### config.mk
export PLATFORM = sky130hd
export DESIGN_NAME = vc_fifo_flat
export DESIGN_NICKNAME = d
export VERILOG_FILES = /design/src/rtl/vc_fifo_if.sv /design/src/rtl/vc_fifo.sv /design/src/flat_wrapper.sv
export SDC_FILE = /design/constraint.sdc
export NUM_CORES = 1
export LEC_CHECK = 0
export ABC_AREA = 1
export CAP_MARGIN = 20
export CELL_PAD_IN_SITES_DETAIL_PLACEMENT = 2
export CELL_PAD_IN_SITES_GLOBAL_PLACEMENT = 2
export CORE_UTILIZATION = 37
export CTS_CLUSTER_DIAMETER = 60
export DETAILED_ROUTE_END_ITERATION = 8
export PLACE_DENSITY_LB_ADDON = 0.1
export SKIP_LAST_GASP = 1
export SYNTH_ARGS = -nofsm -noshare
export SYNTH_HDL_FRONTEND = slang
export SYNTH_SLANG_ARGS = --single-unit
### constraint.sdc
create_clock -name clk -period 2.55 [get_ports clk]
set_input_delay 0.3825 -clock clk [delete_from_list [all_inputs] [get_ports clk]]
set_output_delay 0.3825 -clock clk [all_outputs]
set_load 0.02 [all_outputs]
### src/rtl/vc_fifo_if.sv
// rtl/vc_fifo_if.sv - write/read/status bundle of the multi-VC input buffer.
interface vc_fifo_if #(
    parameter int DATA_WIDTH = 32,
    parameter int DEPTH      = 8,
    parameter int NUM_VC     = 2
);
    localparam int AW = $clog2(DEPTH);
    localparam int VW = (NUM_VC > 1) ? $clog2(NUM_VC) : 1;

    logic                       wr_en;
    logic [VW-1:0]              wr_vc;
    logic [DATA_WIDTH-1:0]      din;
    logic                       rd_en;
    logic [VW-1:0]              rd_vc;
    logic [DATA_WIDTH-1:0]      dout;
    logic                       dout_vld;
    logic [NUM_VC-1:0]          full;
    logic [NUM_VC-1:0]          empty;
    logic [NUM_VC-1:0]          almost_full;
    logic [NUM_VC*(AW+1)-1:0]   count;
    logic                       ovf_err;
    logic                       udf_err;
    logic                       clr_err;

    modport master (
        output wr_en, wr_vc, din, rd_en, rd_vc, clr_err,
        input  dout, dout_vld, full, empty, almost_full, count, ovf_err, udf_err
    );

    modport slave (
        input  wr_en, wr_vc, din, rd_en, rd_vc, clr_err,
        output dout, dout_vld, full, empty, almost_full, count, ovf_err, udf_err
    );
endinterface

### src/rtl/vc_fifo.sv
// rtl/vc_fifo.sv - NUM_VC circular-buffer FIFOs sharing one write and one read port.
// VC_FIFO_FWFT_EN selects first-word-fall-through reads instead of a registered read.
module vc_fifo #(
    parameter int DATA_WIDTH = 32,
    parameter int DEPTH      = 8,
    parameter int NUM_VC     = 2,
    parameter int AF_LEVEL   = DEPTH - 2
) (
    input  logic     clk,
    input  logic     rst_n,
    vc_fifo_if.slave bus
);
    localparam int AW = $clog2(DEPTH);
    localparam int VW = (NUM_VC > 1) ? $clog2(NUM_VC) : 1;
    localparam int CW = AW + 1;

    logic [DATA_WIDTH-1:0] r_mem    [NUM_VC][DEPTH];
    logic [AW-1:0]         r_wr_ptr [NUM_VC];
    logic [AW-1:0]         r_rd_ptr [NUM_VC];
    logic [CW-1:0]         r_count  [NUM_VC];
    logic                  r_ovf;
    logic                  r_udf;

    logic                  w_wr_vc_ok;
    logic                  w_rd_vc_ok;
    logic [VW-1:0]         w_wr_idx;
    logic [VW-1:0]         w_rd_idx;
    logic                  w_wr_acc;
    logic                  w_rd_acc;
    logic [NUM_VC-1:0]     w_full;
    logic [NUM_VC-1:0]     w_empty;
    logic [NUM_VC-1:0]     w_af;
    logic [NUM_VC-1:0]     w_inc;
    logic [NUM_VC-1:0]     w_dec;
    logic [DATA_WIDTH-1:0] w_head;

    // Out-of-range VC indices are folded to 0 so array selects stay legal; the request itself is refused.
    assign w_wr_vc_ok = 32'(bus.wr_vc) < NUM_VC;
    assign w_rd_vc_ok = 32'(bus.rd_vc) < NUM_VC;
    assign w_wr_idx   = w_wr_vc_ok ? bus.wr_vc : '0;
    assign w_rd_idx   = w_rd_vc_ok ? bus.rd_vc : '0;

    always_comb begin
        w_full  = '0;
        w_empty = '0;
        w_af    = '0;
        w_inc   = '0;
        w_dec   = '0;
        for (int v = 0; v < NUM_VC; v++) begin
            w_full[v]  = (r_count[v] == CW'(DEPTH));
            w_empty[v] = (r_count[v] == '0);
            w_af[v]    = (r_count[v] >= CW'(AF_LEVEL));
        end
        w_wr_acc = bus.wr_en && w_wr_vc_ok && !w_full[w_wr_idx];
        w_rd_acc = bus.rd_en && w_rd_vc_ok && !w_empty[w_rd_idx];
        for (int v = 0; v < NUM_VC; v++) begin
            w_inc[v] = w_wr_acc && (w_wr_idx == VW'(v));
            w_dec[v] = w_rd_acc && (w_rd_idx == VW'(v));
        end
    end

    assign w_head          = r_mem[w_rd_idx][r_rd_ptr[w_rd_idx]];
    assign bus.full        = w_full;
    assign bus.empty       = w_empty;
    assign bus.almost_full = w_af;
    assign bus.ovf_err     = r_ovf;
    assign bus.udf_err     = r_udf;

    for (genvar g = 0; g < NUM_VC; g++) begin : g_count
        assign bus.count[g*CW +: CW] = r_count[g];
    end

    always_ff @(posedge clk) begin
        if (w_wr_acc) begin
            r_mem[w_wr_idx][r_wr_ptr[w_wr_idx]] <= bus.din;
        end
    end

    always_ff @(posedge clk or negedge rst_n) begin
        if (!rst_n) begin
            for (int v = 0; v < NUM_VC; v++) begin
                r_wr_ptr[v] <= '0;
                r_rd_ptr[v] <= '0;
                r_count[v]  <= '0;
            end
            r_ovf <= 1'b0;
            r_udf <= 1'b0;
        end else begin
            for (int v = 0; v < NUM_VC; v++) begin
                if (w_inc[v]) r_wr_ptr[v] <= r_wr_ptr[v] + AW'(1);
                if (w_dec[v]) r_rd_ptr[v] <= r_rd_ptr[v] + AW'(1);
                if (w_inc[v] && !w_dec[v]) r_count[v] <= r_count[v] + CW'(1);
                else if (w_dec[v] && !w_inc[v]) r_count[v] <= r_count[v] - CW'(1);
            end
            // A new error in the same cycle as clr_err wins.
            if (bus.wr_en && !w_wr_acc) r_ovf <= 1'b1;
            else if (bus.clr_err)       r_ovf <= 1'b0;
            if (bus.rd_en && !w_rd_acc) r_udf <= 1'b1;
            else if (bus.clr_err)       r_udf <= 1'b0;
        end
    end

`ifdef VC_FIFO_FWFT_EN
    assign bus.dout     = w_head;
    assign bus.dout_vld = w_rd_vc_ok && !w_empty[w_rd_idx];
`else
    logic [DATA_WIDTH-1:0] r_dout;
    logic                  r_dout_vld;

    always_ff @(posedge clk or negedge rst_n) begin
        if (!rst_n) begin
            r_dout     <= '0;
            r_dout_vld <= 1'b0;
        end else begin
            r_dout_vld <= w_rd_acc;
            if (w_rd_acc) r_dout <= w_head;
        end
    end

    assign bus.dout     = r_dout;
    assign bus.dout_vld = r_dout_vld;
`endif
endmodule

### src/flat_wrapper.sv
// flat-port wrapper written by rule: the top's interface ports become plain ports
module vc_fifo_flat 
#(
    parameter int DATA_WIDTH = 32,
    parameter int DEPTH      = 8,
    parameter int NUM_VC     = 2,
    parameter int AF_LEVEL   = DEPTH - 2
)
  (clk, rst_n, bus_wr_en, bus_wr_vc, bus_din, bus_rd_en, bus_rd_vc, bus_clr_err, bus_dout, bus_dout_vld, bus_full, bus_empty, bus_almost_full, bus_count, bus_ovf_err, bus_udf_err);
  vc_fifo_if #(.DATA_WIDTH(DATA_WIDTH), .DEPTH(DEPTH), .NUM_VC(NUM_VC)) bus_i ();
  input  logic clk;
  input  logic rst_n;
  input wire logic [$bits(bus_i.wr_en)-1:0] bus_wr_en;
  input wire logic [$bits(bus_i.wr_vc)-1:0] bus_wr_vc;
  input wire logic [$bits(bus_i.din)-1:0] bus_din;
  input wire logic [$bits(bus_i.rd_en)-1:0] bus_rd_en;
  input wire logic [$bits(bus_i.rd_vc)-1:0] bus_rd_vc;
  input wire logic [$bits(bus_i.clr_err)-1:0] bus_clr_err;
  output wire logic [$bits(bus_i.dout)-1:0] bus_dout;
  output wire logic [$bits(bus_i.dout_vld)-1:0] bus_dout_vld;
  output wire logic [$bits(bus_i.full)-1:0] bus_full;
  output wire logic [$bits(bus_i.empty)-1:0] bus_empty;
  output wire logic [$bits(bus_i.almost_full)-1:0] bus_almost_full;
  output wire logic [$bits(bus_i.count)-1:0] bus_count;
  output wire logic [$bits(bus_i.ovf_err)-1:0] bus_ovf_err;
  output wire logic [$bits(bus_i.udf_err)-1:0] bus_udf_err;
  assign bus_i.wr_en = bus_wr_en;
  assign bus_i.wr_vc = bus_wr_vc;
  assign bus_i.din = bus_din;
  assign bus_i.rd_en = bus_rd_en;
  assign bus_i.rd_vc = bus_rd_vc;
  assign bus_i.clr_err = bus_clr_err;
  assign bus_dout = bus_i.dout;
  assign bus_dout_vld = bus_i.dout_vld;
  assign bus_full = bus_i.full;
  assign bus_empty = bus_i.empty;
  assign bus_almost_full = bus_i.almost_full;
  assign bus_count = bus_i.count;
  assign bus_ovf_err = bus_i.ovf_err;
  assign bus_udf_err = bus_i.udf_err;
  vc_fifo #(.DATA_WIDTH(DATA_WIDTH), .DEPTH(DEPTH), .NUM_VC(NUM_VC), .AF_LEVEL(AF_LEVEL)) u_core (.clk(clk), .rst_n(rst_n), .bus(bus_i));
endmodule
; Yosys cells after proc, flatten, opt, wreduce, memory -nomap -nowiden
; Memory sizes are Yosys's and may differ from the RTL's.
; Index checks and enable logic that the tools add are counted.
[word_totals]
ff_bits = 55
ramBits = 512
in_bits = 39
output_inout_bits = 49
wordCells = 87
mem_count = 1
[mem_list]
columns = memory, depth, word_bits, read_ports, rd_clocked_by_memory_dff, wr, line_no
row1 = u_core.r_mem, 2, 256, 1, 0, 1, vc_fifo.sv:17  ; logic [DATA_WIDTH-1:0] r_mem [NUM_VC][DEPTH];
[classes]
add_sub_neg = 8
magnitude_cmp = 9
n_eq_ne = 2
mux = 24
bitwise_logic = 6
reduce_logical = 27
[op_table]
columns = op, n
row1 = 256-bit 2-to-1 mux, 1
row2 = 32-bit binary-select mux with 3-bit select, 1
row3 = 32-bit demux with 3-bit select, 1
row4 = 32-bit 2-to-1 mux, 3
row5 = 3-bit 2-to-1 mux, 6
row6 = 4-bit 2-to-1 mux, 4
row7 = 1-bit logical AND, 13
row8 = 3-bit by 1-bit adder with 3-bit output (second input constant), 4
row9 = 4-bit by 1-bit adder with 4-bit output (second input constant), 2
row10 = 4-bit == test (second input constant), 2
row11 = 4-bit by 3-bit greater-or-equal comparator with 1-bit output (second input constant), 2
row12 = 4-bit greater-or-equal comparator (second input constant), 2
row13 = 1-bit logical NOT, 8
row14 = 4-bit logical NOT, 2
row15 = 1-bit 2-to-1 mux, 8
row16 = 3-bit NOT with 4-bit output, 2
row17 = 2-bit nonzero test, 4
row18 = 4-bit by 1-bit subtractor with 4-bit output (second input constant), 2
row19 = 2-bit greater-or-equal comparator (second input constant), 2
row20 = 1-bit by 2-bit < comparator with 1-bit output (second input constant), 2
row21 = 4-bit by 1-bit < comparator with 1-bit output (second input constant), 1
row22 = 1-bit NOT with 2-bit output, 2
row23 = 1-bit NOT, 2

; Longest topological paths before layout
[depth]
depth_word = 10
mapped_depth = 14
ltp_nobuf = 14

; Worst setup path after synthesis
; OpenSTA, ideal clock, no wires.
[synth_timing]
kind = flip-flop to flip-flop
from = reg u_core.r_count, in the netlist u_core.bus.count[0]
to = mem u_core.r_mem[0][0] in the netlist's numbering (enable)
setup_ns = 0.421
t_arrival_ns = 2.529
required_ns = 2.129
slack_ns = -0.400
path_stages_with_launch = 9
path_buffers = 0
period_less_slack_ns = 2.950
cell_sequence = dfrtp_1 nor2_1 nand3_1 nand2_1 nand2_1 nand2_1 nor2_1 nand2_1 nor2_1
[synth_between]
elab_chain_cells = 7
[synth_rtl]
columns = element, line_no
row1 = from (decl), vc_fifo.sv:20  ; logic [CW-1:0] r_count [NUM_VC];
row2 = "from (signal, indexed assignment)", vc_fifo.sv:92  ; if (w_inc[v] && !w_dec[v]) r_count[v] <= r_count[v] + CW'(1);
row3 = "from (signal, indexed assignment)", vc_fifo.sv:93  ; else if (w_dec[v] && !w_inc[v]) r_count[v] <= r_count[v] - CW'(1);
row4 = 4-bit == test, vc_fifo.sv:50  ; w_full[v] = (r_count[v] == CW'(DEPTH));
row5 = 1-bit 2-to-1 mux (not written as such) (2 in a row), vc_fifo.sv:54  ; w_wr_acc = bus.wr_en && w_wr_vc_ok && !w_full[w_wr_idx];
row6 = 1-bit logical NOT, vc_fifo.sv:54
row7 = 1-bit logical AND, vc_fifo.sv:54
row8 = 1-bit 2-to-1 mux, vc_fifo.sv:74  ; if (w_wr_acc) begin
row9 = 256-bit 2-to-1 mux (not written as such), vc_fifo.sv:75  ; r_mem[w_wr_idx][r_wr_ptr[w_wr_idx]] <= bus.din;
row10 = to (decl), vc_fifo.sv:17
; No other way between the ends. The select of a mux whose other input is x is not followed.

; Worst setup path after layout
[layout_timing]
from = reg u_core.r_count, in the netlist u_core.bus.count[6]
to = mem u_core.r_mem[1][4] in the netlist's numbering (enable)
; The elaborated chain is that of the path after synthesis.

==> flow_summary.toml <==
[worst_hold_path]
min_path_type = "in2reg"
hold_end = "u_core.bus.udf_err$_DFFE_PN0P_"
min_path_cells = 4
min_from = "bus_rd_vc"

[synth]
synth_ff_type = "edfxtp_1"
yosysMostFrequentCell = "nand2_1"
synth.yosys.seq_area_share_pct = 71.0
yosys.area.top_type = "edfxtp_1"
syn_area_per_cell_um2 = 10.8
ys_warn_count = 0
synthesis.nets = 2236
netlist_instances = 2185
synth_area_um2 = 23600
synth.area.top_cells = "edfxtp_1 (65%), nand2_1 (19%), dfrtp_1 (5.8%), nand3_1 (4.3%), buf_2 (1.2%)"
synth_edf_count = 512
yosysTopAreaCellShare_pct = 65.2
ys_types = 24
async_flop_share_pct = 9.70
synth_common_cells = "nand2_1 (1201), edfxtp_1 (512), nand3_1 (201)"
ys_seq_elements = 567

[place]
io_buffers = 87
globalplace.congestion = 0.763
post-place-ws_ns = -0.224
dp_hpwl_um = 47700

[sta]
finalCritPeriodShare_pct = 93.4
final_hold_viol_count = 0
timing.fmax_ghz = 0.420
rsz0062_at_grt = "true"
setup_ws_ns = 0.169
slew_headroom_pct = 38.6
fin_crit_ns = 2.38
final_max_slew_viol_count = 0
fin_skew_ns = 0.0194
setup_tns_ns = 0
worst_pin_slew_ns = 0.921
setup_viol = 0

[setup_path]
endpoint_kind = "flop"
r2r-start = "u_core.bus.count[6]$_DFFE_PN0P_"
cp_top_family = "simple AND/OR/NAND/NOR gates"
cp.arrival_ns = 2.66
worstPathMaxFanout = 25
worst-setup-path-type = "reg2reg"
r2r_slack_ns = 0.17
critPathLaunchType = "flop"
crit_required_ns = 2.83
cp.buffers_inverters = 3
slowest_stage = "dfrtp_1"
cpPeakStageDelay_ns = 0.43
crit_start = "u_core.bus.count[6]$_DFFE_PN0P_"
r2r.worst_path.cells = 10
reg2reg_to = "u_core.r_mem[1][4]$_DFFE_PP_"
cpMostUsedCell = "nand2_1"
crit_chain = "inv_1 -> nand3_1 -> buf_4 -> nand2_1 -> nand2_1 -> nand2_1 -> nor2_1 -> nand2_1 -> nor2_4 -> buf_12"

[final_layout]
final_layout_size_suffix_gt1_share_pct = 10.0
seq_area_um2 = 16800
utilization_pct = 45.2
fillers = 6457
nNetsFinal = 2399
antenna-diode-count = 0
area.growth.synth_to_final_pct = 20.7
multi_input_area_um2 = 6180

[clock_network]
cts_setup_buffers = 0
cts_num_sinks = 567
insertion_delay_ns = 0.60
cts-root-buf = "clkbuf_16"
cts_tree = "built"
cts_buffer_depth = 3
clk_pin_slew_ns = 0.05
cts_buffers = 67
h-tree-depth = 3

[routing]
antenna_left = 0
vias = 16584
wire_per_inst_um = 23.5
drt_iter0_drc = 956
vias_per_cell = 5.11
drt_drc_violations_left = 0
drtPass1Iterations = 5
routed_wl_um = 76300

[floorplanning]
io_pins = 88
initial_utilization_pct = 37.4
die_w_um = 254
rows = 92
core-area_um2 = 63000
die_h_um = 254
dieArea_um2 = 64700

[power_and_ir_drop]
p_leak_nw = 11.5
power.density_nw_per_um2 = 980
peakVddDrop_mv = 0.571

[global_route]
grt_pass1_wl_um = 114000
grt_usage_pct = 24.1
grt_pass1_vias = 18399
grt_antenna_before_repair = 1
overflow = 0
grt_start_max_net_pins = 145

[job]
cap_viol_max_count = 0

[run_status]
status = "completed"
final cells by class:
type	instances	share of cell area, %
inverters	31	0.435
repair buffers	206	7.80
clock inverters	21	0.497
well taps	846	3.72
clock buffers	100	6.98
flip-flops and latches	567	58.8
multi-input cells	1475	21.7
worst reg2reg max path, cell delays in order, from the launching register on:
cell	delay, ns
dfrtp_1	0.43
inv_1	0.09
nand3_1	0.13
buf_4	0.14
nand2_1	0.07
nand2_1	0.07
nand2_1	0.10
nor2_1	0.35
nand2_1	0.25
nor2_4	0.19
buf_12	0.23
per-stage QoR:
step	power [mW]	instances	instance area, um^2	hold slack, ns
final	27.9	3246	28500	0.360
after global routing	29.1	3246	28500	0.386
after CTS	28.2	3246	28500	0.342
after detailed placement	18.8	3124	26300	0.459
after global placement	18.5	3124	26300	0.463
after floorplan	15.3	2185	23600	0.0869
cells in the final DEF (no fill, tap or decap), types with 3 or more instances in the layout:
cell type        synthesis  routed
nor2_1                  26       9
clkbuf_1                15      21
inv_2                    2       3
dfrtp_2                  0       3
clkinv_1                 0      13
nand2_1               1201    1199
a21oi_1                  4       4
edfxtp_1               512     512
ha_1                    10      10
dfrtp_1                 55      52
xor2_1                   4       4
clkbuf_8                 0       7
nor2_4                   0      16
clkbuf_16                0      73
clkdlybuf4s50_1          0      84
clkinv_2                 0       5
buf_4                   24      83
inv_1                   29      27
nand3_1                201     200
xnor2_1                  8       8
o21ai_0                 10      10
buf_12                   0      36
flip-flops by register name (all words and copies together), names as in the netlist:
register	flops
u_core.bus.dout	32
u_core.bus.udf_err	1
u_core.r_rd_ptr	6
u_core.r_mem	512
u_core.bus.dout_vld	1
u_core.bus.count	8
u_core.bus.ovf_err	1
u_core.r_wr_ptr	6
logic make-up after synthesis:
kind of cell	share of synthesized area, %
and+or+nand+nor	23.9
DFF	71.0
muxes	0.0955
xor gates and xnor gates	0.446
adders and majority gates	0.700
AOI/OAI and AO/OA	0.462
buffers and inverters	3.41
worst max-delay path by stage:
| stage | slack (ns) | end | cells after the start |
|---|---|---|---|
| after floorplan | -0.40 | u_core.r_mem[0][0]$_DFFE_PP_ | 8 |
| after global placement | -0.13 | u_core.r_mem[0][77]$_DFFE_PP_ | 8 |
| after detailed placement | -0.22 | u_core.r_mem[1][17]$_DFFE_PP_ | 8 |
| after CTS | 0.04 | bus_full[0] | 4 |
| after global routing | -0.02 | u_core.bus.count[3]$_DFFE_PN0P_ | 14 |
| final | 0.17 | u_core.r_mem[1][4]$_DFFE_PP_ | 10 |
layer usage:
metal  share of wire [%]  up-vias  track usage [%]
met5                   0        -                0
met4                 3.1        0             7.99
met3                 3.2      121             3.36
met2                  51      289             42.8
met1                  43     8604             30.1
li1                    -     7570                -
timing repair:
item / in CTS / in global routing
setup endpoints to repair: 0 / 4
gates resized for setup: 0 / 6
hold endpoints to repair: 55 / 0
hold buffers: 1 / 0
report_power, final:
part | internal (mW) | switching, mW | total (mW)
clock | 5.58 | 3.77 | 9.35
combinational | 2.45 | 4.74 | 7.20
sequential | 11.0 | 0.394 | 11.4
(Power assumes the default switching activity.)
